==> src/rtl/mc_pkg.sv <==
// Shared types and encodings for the multi-cycle MIPS sequencer.
// Opcode dispatch lives here so decode rules stay in one place.
package mc_pkg;

   typedef enum logic [3:0] {
      S_FETCH,
      S_DECODE,
      S_EXEC_R,
      S_WB_R,
      S_EXEC_I,
      S_WB_I,
      S_BRANCH,
      S_JUMP,
      S_MEM_ADDR,
      S_MEM_RD,
      S_MEM_WB,
      S_MEM_WR,
      S_HALT
   } state_t;

   localparam logic [5:0] OP_RTYPE = 6'b000000;
   localparam logic [5:0] OP_ADDI  = 6'b000110;
   localparam logic [5:0] OP_SUBI  = 6'b000111;
   localparam logic [5:0] OP_ANDI  = 6'b001000;
   localparam logic [5:0] OP_ORI   = 6'b001001;
   localparam logic [5:0] OP_BEQ   = 6'b000011;
   localparam logic [5:0] OP_LW    = 6'b100011;
   localparam logic [5:0] OP_SW    = 6'b101011;
   localparam logic [5:0] OP_J     = 6'b000010;

   localparam logic [5:0] ALU_ADD   = 6'b000110;
   localparam logic [5:0] ALU_SUB   = 6'b000111;
   localparam logic [5:0] ALU_RTYPE = 6'b111111;

   localparam logic [1:0] SRCB_RT    = 2'b00;
   localparam logic [1:0] SRCB_FOUR  = 2'b01;
   localparam logic [1:0] SRCB_IMM   = 2'b10;
   localparam logic [1:0] SRCB_IMMSH = 2'b11;

   localparam logic [1:0] PCSRC_ALU    = 2'b00;
   localparam logic [1:0] PCSRC_ALUOUT = 2'b01;
   localparam logic [1:0] PCSRC_JUMP   = 2'b10;

   localparam logic [1:0] ERR_NONE    = 2'b00;
   localparam logic [1:0] ERR_ILLEGAL = 2'b01;
   localparam logic [1:0] ERR_TIMEOUT = 2'b10;

   // Unknown opcodes map to S_HALT; the caller flags the illegal-opcode error.
   function automatic state_t dispatch(input logic [5:0] op);
      state_t s;
      case (op)
         OP_RTYPE:                          s = S_EXEC_R;
         OP_ADDI, OP_SUBI, OP_ANDI, OP_ORI: s = S_EXEC_I;
         OP_BEQ:                            s = S_BRANCH;
         OP_LW, OP_SW:                      s = S_MEM_ADDR;
         OP_J:                              s = S_JUMP;
         default:                           s = S_HALT;
      endcase
      return s;
   endfunction

endpackage

==> src/rtl/mc_wait_timer.sv <==
// Memory-wait watchdog: counts stalled cycles while a memory access is pending.
// MAX_WAIT = 0 disables expiry entirely.
module mc_wait_timer #(
   parameter int unsigned MAX_WAIT = 255
) (
   input  logic clk,
   input  logic reset,
   input  logic active,
   input  logic ready,
   output logic expired
);

   localparam int unsigned   CW    = (MAX_WAIT < 2) ? 1 : $clog2(MAX_WAIT + 1);
   localparam logic [CW-1:0] LIMIT = CW'(MAX_WAIT);

   logic [CW-1:0] count;

   // Saturates at LIMIT; ready or leaving a wait state restarts the count.
   always_ff @(posedge clk) begin
      if (reset || !active || ready) begin
         count <= '0;
      end else if (count != LIMIT) begin
         count <= count + CW'(1);
      end
   end

   always_comb begin
      expired = (MAX_WAIT != 0) && active && !ready && (count == LIMIT);
   end

endmodule

==> src/rtl/multicycle_ctrl.sv <==
// Multi-cycle sequencer for the MIPS-style datapath: fetch, decode, execute,
// memory and writeback with a memory watchdog and sticky halt on error.
module multicycle_ctrl
   import mc_pkg::*;
#(
   parameter int unsigned OPC_W    = 6,
   parameter int unsigned ALUOP_W  = 6,
   parameter int unsigned MAX_WAIT = 255
) (
   input  logic               clk,
   input  logic               reset,
   input  logic [OPC_W-1:0]   opcode,
   input  logic               zero,
   input  logic               mem_ready,
   output logic               mem_read,
   output logic               mem_write,
   output logic               iord,
   output logic               ir_write,
   output logic               mdr_write,
   output logic               pc_write,
   output logic               pc_write_cond,
   output logic [1:0]         pc_source,
   output logic               reg_dst,
   output logic               reg_write,
   output logic               mem_to_reg,
   output logic               alu_src_a,
   output logic [1:0]         alu_src_b,
   output logic [ALUOP_W-1:0] alu_op,
   output logic               retire,
   output logic               halted,
   output logic [1:0]         err_code
);

   state_t     state;
   state_t     state_nxt;
   logic [1:0] err_q;
   logic [1:0] err_nxt;
   logic [5:0] op6;
   logic       wait_active;
   logic       wait_expired;

   assign op6 = 6'(opcode);

   always_comb begin
      wait_active = (state == S_FETCH) || (state == S_MEM_RD) || (state == S_MEM_WR);
   end

   mc_wait_timer #(
      .MAX_WAIT(MAX_WAIT)
   ) u_wait_timer (
      .clk    (clk),
      .reset  (reset),
      .active (wait_active),
      .ready  (mem_ready),
      .expired(wait_expired)
   );

   always_ff @(posedge clk) begin
      if (reset) begin
         state <= S_FETCH;
         err_q <= ERR_NONE;
      end else begin
         state <= state_nxt;
         err_q <= err_nxt;
      end
   end

   always_comb begin
      state_nxt = state;
      err_nxt   = err_q;
      case (state)
         S_FETCH:    if (mem_ready) state_nxt = S_DECODE;
         S_DECODE: begin
            state_nxt = dispatch(op6);
            if (state_nxt == S_HALT) err_nxt = ERR_ILLEGAL;
         end
         S_EXEC_R:   state_nxt = S_WB_R;
         S_WB_R:     state_nxt = S_FETCH;
         S_EXEC_I:   state_nxt = S_WB_I;
         S_WB_I:     state_nxt = S_FETCH;
         S_BRANCH:   state_nxt = S_FETCH;
         S_JUMP:     state_nxt = S_FETCH;
         S_MEM_ADDR: state_nxt = (op6 == OP_SW) ? S_MEM_WR : S_MEM_RD;
         S_MEM_RD:   if (mem_ready) state_nxt = S_MEM_WB;
         S_MEM_WB:   state_nxt = S_FETCH;
         S_MEM_WR:   if (mem_ready) state_nxt = S_FETCH;
         S_HALT:     state_nxt = S_HALT;
         default:    state_nxt = S_FETCH;
      endcase
      // expired already implies !mem_ready, so a same-cycle ready always wins.
      if (wait_expired) begin
         state_nxt = S_HALT;
         err_nxt   = ERR_TIMEOUT;
      end
   end

   // Reset masks every output so a pending access drops while reset is held.
   always_comb begin
      mem_read      = 1'b0;
      mem_write     = 1'b0;
      iord          = 1'b0;
      ir_write      = 1'b0;
      mdr_write     = 1'b0;
      pc_write      = 1'b0;
      pc_write_cond = 1'b0;
      pc_source     = PCSRC_ALU;
      reg_dst       = 1'b0;
      reg_write     = 1'b0;
      mem_to_reg    = 1'b0;
      alu_src_a     = 1'b0;
      alu_src_b     = SRCB_RT;
      alu_op        = '0;
      retire        = 1'b0;
      halted        = 1'b0;
      err_code      = ERR_NONE;
      if (!reset) begin
         alu_op   = ALUOP_W'(ALU_ADD);
         err_code = err_q;
         case (state)
            S_FETCH: begin
               mem_read  = 1'b1;
               alu_src_b = SRCB_FOUR;
               pc_source = PCSRC_ALU;
               ir_write  = mem_ready;
               pc_write  = mem_ready;
            end
            S_DECODE: begin
               alu_src_b = SRCB_IMMSH;
            end
            S_EXEC_R: begin
               alu_src_a = 1'b1;
               alu_src_b = SRCB_RT;
               alu_op    = ALUOP_W'(ALU_RTYPE);
            end
            S_WB_R: begin
               reg_write = 1'b1;
               retire    = 1'b1;
            end
            S_EXEC_I: begin
               alu_src_a = 1'b1;
               alu_src_b = SRCB_IMM;
               alu_op    = ALUOP_W'(op6);
            end
            S_WB_I: begin
               reg_write = 1'b1;
               reg_dst   = 1'b1;
               retire    = 1'b1;
            end
            S_BRANCH: begin
               alu_src_a     = 1'b1;
               alu_src_b     = SRCB_RT;
               alu_op        = ALUOP_W'(ALU_SUB);
               pc_write_cond = 1'b1;
               pc_source     = PCSRC_ALUOUT;
               retire        = 1'b1;
            end
            S_JUMP: begin
               pc_write  = 1'b1;
               pc_source = PCSRC_JUMP;
               retire    = 1'b1;
            end
            S_MEM_ADDR: begin
               alu_src_a = 1'b1;
               alu_src_b = SRCB_IMM;
            end
            S_MEM_RD: begin
               mem_read  = 1'b1;
               iord      = 1'b1;
               mdr_write = mem_ready;
            end
            S_MEM_WB: begin
               reg_write  = 1'b1;
               reg_dst    = 1'b1;
               mem_to_reg = 1'b1;
               retire     = 1'b1;
            end
            S_MEM_WR: begin
               mem_write = 1'b1;
               iord      = 1'b1;
               retire    = mem_ready;
            end
            S_HALT: begin
               halted = 1'b1;
            end
            default: ;
         endcase
      end
   end

endmodule
==> config.mk <==
export PLATFORM = sky130hd
export DESIGN_NAME = multicycle_ctrl
export DESIGN_NICKNAME = d
export VERILOG_FILES = /design/src/rtl/mc_pkg.sv /design/src/rtl/mc_wait_timer.sv /design/src/rtl/multicycle_ctrl.sv
export SDC_FILE = /design/constraint.sdc
export NUM_CORES = 1
export LEC_CHECK = 0
export CORE_MARGIN = 2
export CORE_UTILIZATION = 43
export DETAILED_ROUTE_END_ITERATION = 10
export PLACE_DENSITY = 0.73
export SETUP_SLACK_MARGIN = 0.5
export SYNTH_ARGS = -nofsm -noshare
export SYNTH_HDL_FRONTEND = slang
export SYNTH_SLANG_ARGS = --single-unit
==> constraint.sdc <==
create_clock -name clk -period 1.6 [get_ports clk]
set_clock_uncertainty 0.05 [all_clocks]
set_input_delay 0.16 -clock clk [delete_from_list [all_inputs] [get_ports clk]]
set_output_delay 0.16 -clock clk [all_outputs]
set_load 0.01 [all_outputs]
# Word level (Yosys, flattened, before mapping)

Cells that the tools add are included.

Register bits after elaboration: 14
Output and inout bits: 25
Input bits: 10

Equal/unequal tests: 29
Mux-type cells: 44
Reductions and logical operators: 26
Add/sub/neg operators: 1

Operators by type and width:

| kind                                                                  | number |
|---|---|
| 4-bit case mux with 8 select lines                                    | 1 |
| 4-bit equality test, second input constant                            | 6 |
| 1-bit two-way mux                                                     | 24 |
| 4-bit two-way mux                                                     | 5 |
| 4-bit case mux with 5 select lines                                    | 1 |
| 6-bit case mux with 3 select lines                                    | 1 |
| 4-bit by 3-bit equality test with 1-bit output, second input constant | 4 |
| 2-bit two-way mux                                                     | 7 |
| 6-bit by 2-bit equality test with 1-bit output, second input constant | 2 |
| 6-bit by 3-bit equality test with 1-bit output, second input constant | 2 |
| 6-bit by 4-bit equality test with 1-bit output, second input constant | 2 |
| 6-bit equality test, second input constant                            | 2 |
| 2-bit OR reduction                                                    | 6 |
| 3-bit by 2-bit != test with 1-bit output, second input constant       | 3 |
| 8-bit by 1-bit adder with 8-bit output, second input constant         | 1 |
| 4-bit by 2-bit equality test with 1-bit output, second input constant | 2 |
| 8-bit equality test, second input constant                            | 1 |
| 8-bit != test, second input constant                                  | 1 |
| 4-bit OR reduction                                                    | 2 |
| 6-bit zero test                                                       | 1 |
| 6-bit two-way mux                                                     | 1 |
| 2-bit != test, second input constant                                  | 3 |
| 2-bit case mux with 3 select lines                                    | 1 |
| 3-bit AND reduction                                                   | 2 |
| other kinds (11)                                                      | 19 |

# Depth between registers and ports, before layout

Word-level depth: 8
Depth in mapped cells: 5

# Hierarchy

From an unflattened synthesis, not the netlist that was laid out.

Cells, all modules: 177
Area total of the unflattened synthesis: 1287.5 µm²

Modules (own cells, without submodules):

| module          | times used | area an instance (µm²) | cells an instance |
|---|---|---|---|
| multicycle_ctrl | 1          | 887.1                  | 133 |
| mc_wait_timer   | 1          | 400.4                  | 44 |

# Worst setup path after synthesis

No wires, ideal clock.

Path type: reg-to-output
From: register state[2]
To: output port retire
Data required time: 1.390 ns
Path slack: 0.013 ns
Cell stages (with the launch flop): 5
Arrival time: 1.377 ns
Cell sequence: dfxtp_1 > clkbuf_8 > clkbuf_1 > nor3_1 > a2111oi_0

Word-level cells in the longest chain between the ends: 4
Elaborated cells between the ends (all ways): 9

RTL lines:

| what                                              | RTL line               | source |
|---|---|---|
| from (decl)                                       | multicycle_ctrl.sv:34  | `state_t state;` |
| from (signal assigned)                            | multicycle_ctrl.sv:63  | `state <= state_nxt;` |
| 4-bit equality test, or another cell as far along | multicycle_ctrl.sv:119 | `case (state)` |
| 5-bit OR reduction (no source line)               | --                     |  |
| 1-bit case mux with 2 select lines *              | multicycle_ctrl.sv:119 |  |
| 1-bit two-way mux *                               | multicycle_ctrl.sv:116 | `if (!reset) begin` |
| to (decl)                                         | multicycle_ctrl.sv:29  | `output logic retire,` |

Every way passes the cells marked *; elsewhere a longest branch is shown, timed or not.

# Worst setup path in the final report

From: register state[3]
To: output port mem_write

Word-level cells in the longest chain between the ends: 3

RTL lines:

| what                | RTL line               | source |
|---|---|---|
| 4-bit equality test | multicycle_ctrl.sv:119 |  |
| 1-bit two-way mux   | multicycle_ctrl.sv:119 |  |
| 1-bit two-way mux   | multicycle_ctrl.sv:116 |  |
| to (decl)           | multicycle_ctrl.sv:16  | `output logic mem_write,` |

Every way passes these cells.

==> reports/metrics.cfg <==
[timing]
setup_viol = 10
final-hold-violation-count = 0
finalCriticalPeriod_ns = 1.703
timing.final.crit_share = 1.064
final.setup.worst_slack_ns = -0.1029
rsz0062_at_grt = yes
whs_ns = 0.3715
worst_slew_pin_slew_ns = 0.4366
drv_slew = 0
fmaxAchievable_ghz = 0.5872
slew_headroom = 0.7078

[power_and_ir_drop]
finalPower_uw = 3528
powerDensity_nw_per_um2 = 1515
leakage_uw = 0.0009556
vdd_drop_max_v = 0.001831

[drt]
drt_first_pass_iters = 4
antenna_left = 0
wl_per_cell_um = 21.26
drc = 0
vias_per_cell = 6.331
drtIter0Drc = 114
drt_wl_total_um = 5719
vias = 1703

[worst_setup_path]
rr_startpoint = state[0]$_SDFFE_PP0P_
critPathLaunch = state[3]$_SDFFE_PP0P_
cp.required_ns = 1.39
arrival_ns = 1.49
regToRegSetupSlack_ns = 0.01
reg2reg_depth = 7
worst-path-buf-inv = 2
crit_type = reg -> out
worstSetupEndpointType = output pin
timing.rr.end = state[0]$_SDFFE_PP0P_
crit_chain = nand2_1, buf_4, nor3_1, clkdlybuf4s15_2
max_stage_delay_ns = 0.44
crit_slowest_cell = dfxtp_4
start_kind = register
critPathTopFamily = flip-flops
cp_max_fo = 7

[cells_and_area]
final_core_util = 0.9231
num_antenna_cells = 0
synthToLayoutAreaGrowth_pct = 100.5
layout-drive-gt1-share = 0.6653
layout.nets = 252

[grt]
grt_overflow = 0
use_met3 = 0.02093
grt_antenna_before_repair = 0
grt_pass1_wl_um = 7396
grt_util_all_layers = 0.2900
grt_use_met2 = 0.5412
use_met1 = 0.3494
grt_max_degree = 9
top_usage_layer = met2
first_global_vias = 1512

[clock_network]
numCtsBuffers = 3
cts_tree = built
clock_sinks = 14
clk_pin_slew_ns = 0.08
hold_buffers = 0
clk_latency_ns = 0.27
clock_path_buffers = 2
h-tree-depth = 1
root_buffer = clkbuf_4

[synthesis]
synth_edf_count = 0
ys.flop_type = dfxtp_1
yosys_warnings = 0
synth_area_leaders = dfxtp_1, nor2_1, a21oi_1
postSynth.asyncResetShare = 0
syn_nets = 166
avgSynthCellArea_um2 = 7.491
synth_top_area_frac = 0.2414
yosysUniqueCellTypes = 52
synth_largest_area_cell = dfxtp_1
synth-seq-cells = 14
yosysSeqAreaShare = 0.2414
synthCells = 155
syn_area_um2 = 1161

[placement]
port_buffers = 33
place_congestion = 0.8070
dpl.hpwl_um = 2924
dp_slack_ns = -0.4488

[floorplan]
pin_count = 35
die_area_um2 = 3132
fp.dieH_um = 55.97
die_w_um = 55.97
placementRows = 18
start_util = 0.4603
core_um2 = 2522

[hold_path]
worstHoldStart = reset
hold_path.class = in -> reg
hold_depth = 4
worstHoldEndpoint = state[2]$_SDFFE_PP0P_

[outcome]
violations = setup timing
status = finished, violations left

[job]
drv_cap = 0

how the worst max path moves through the flow:
| stage | to | cells past startpoint |
|---|---|---|
| after floorplan | alu_op[3] | 4 |
| after global placement | pc_write | 5 |
| after detailed placement | pc_write | 5 |
| after CTS | reg_dst | 4 |
| after global routing | mem_write | 4 |
| final | mem_write | 4 |
through the flow:
| stage | instances | area, um2 | TNS [ns] |
|---|---|---|---|
| floorplan | 155 | 1359 | 0 |
| global placement | 249 | 1937 | -6.571 |
| detailed placement | 249 | 1937 | -7.483 |
| CTS | 265 | 2181 | -0.1779 |
| global route | 269 | 2328 | -1.002 |
| finish | 269 | 2328 | -0.3249 |
worst register-to-register path, cell delays in order, from the launching register on:
cell,delay [ns]
dfxtp_4,0.38
buf_6,0.12
buf_4,0.11
buf_6,0.09
or4bb_1,0.41
o22ai_2,0.15
a222oi_1,0.11
nor2b_1,0.11
final cells by class:
| cell class | count | area, um2 |
|---|---|---|
| multi-input cells | 126 | 1177 |
| repair buffers | 89 | 757.0 |
| flip-flops and latches | 14 | 300.3 |
| fillers | 92 | 193.9 |
| well taps | 30 | 37.54 |
| inverters | 7 | 33.78 |
| clock buffers | 3 | 22.52 |
repair_timing:
action / in CTS / in global routing
endpoints found under the setup margin: 39 / 39
cloned: 1 / 0
setup buffers: 12 / 4
pin swaps: 11 / 16
gates resized for setup: 156 / 31
routing by layer:
| layer | part of all wire | wire length, um |
|---|---|---|
| met3 | 0.090 | 515 |
| met1 | 0.36 | 2071 |
| met4 | 0.046 | 265 |
| met5 | 0 | 0 |
| met2 | 0.50 | 2867 |
Yosys cell counts (2+ instances only):
cell type	n
a21oi_1	14
a31oi_1	2
and3_1	3
buf_6	2
clkbuf_1	3
clkbuf_8	2
dfxtp_1	14
inv_1	7
nand2_1	13
nand2b_1	4
nand3_1	6
nor2_1	20
nor2b_1	3
nor3_1	10
nor4_1	5
nor4b_1	2
o21ai_0	5
or3_1	4
xnor2_1	3
cells by family after synthesis:
| group | synth area share |
|---|---|
| xor+xnor | 0.03018 |
| compound gates | 0.2241 |
| simple gates | 0.4073 |
| fa+ha+maj | 0.01077 |
| buf+inv | 0.08621 |
| flops | 0.2414 |
power by group:
group / internal (uW) / switching (uW) / total [uW]
clock network: 87.1 / 102 / 189
registers: 436 / 131 / 567
logic: 1370 / 1410 / 2770
total: 1890 / 1640 / 3530
placed cells by master, fill, tap and decap left out, types with 5 or more instances in the layout:
cell type        count
a21oi_1              5
a21oi_2              6
buf_2               21
buf_4               31
buf_6               27
clkdlybuf4s50_1      6
dfxtp_1              6
nand2_1             10
nand3_1              5
nor2_1              12
nor2_4               5
nor3_2               7
flip-flops by register name (all words and copies together) (netlist names):
register            cells
u_wait_timer.count      8
err_q                   2
state                   4
Note: power is estimated with default switching activity, not from simulation.
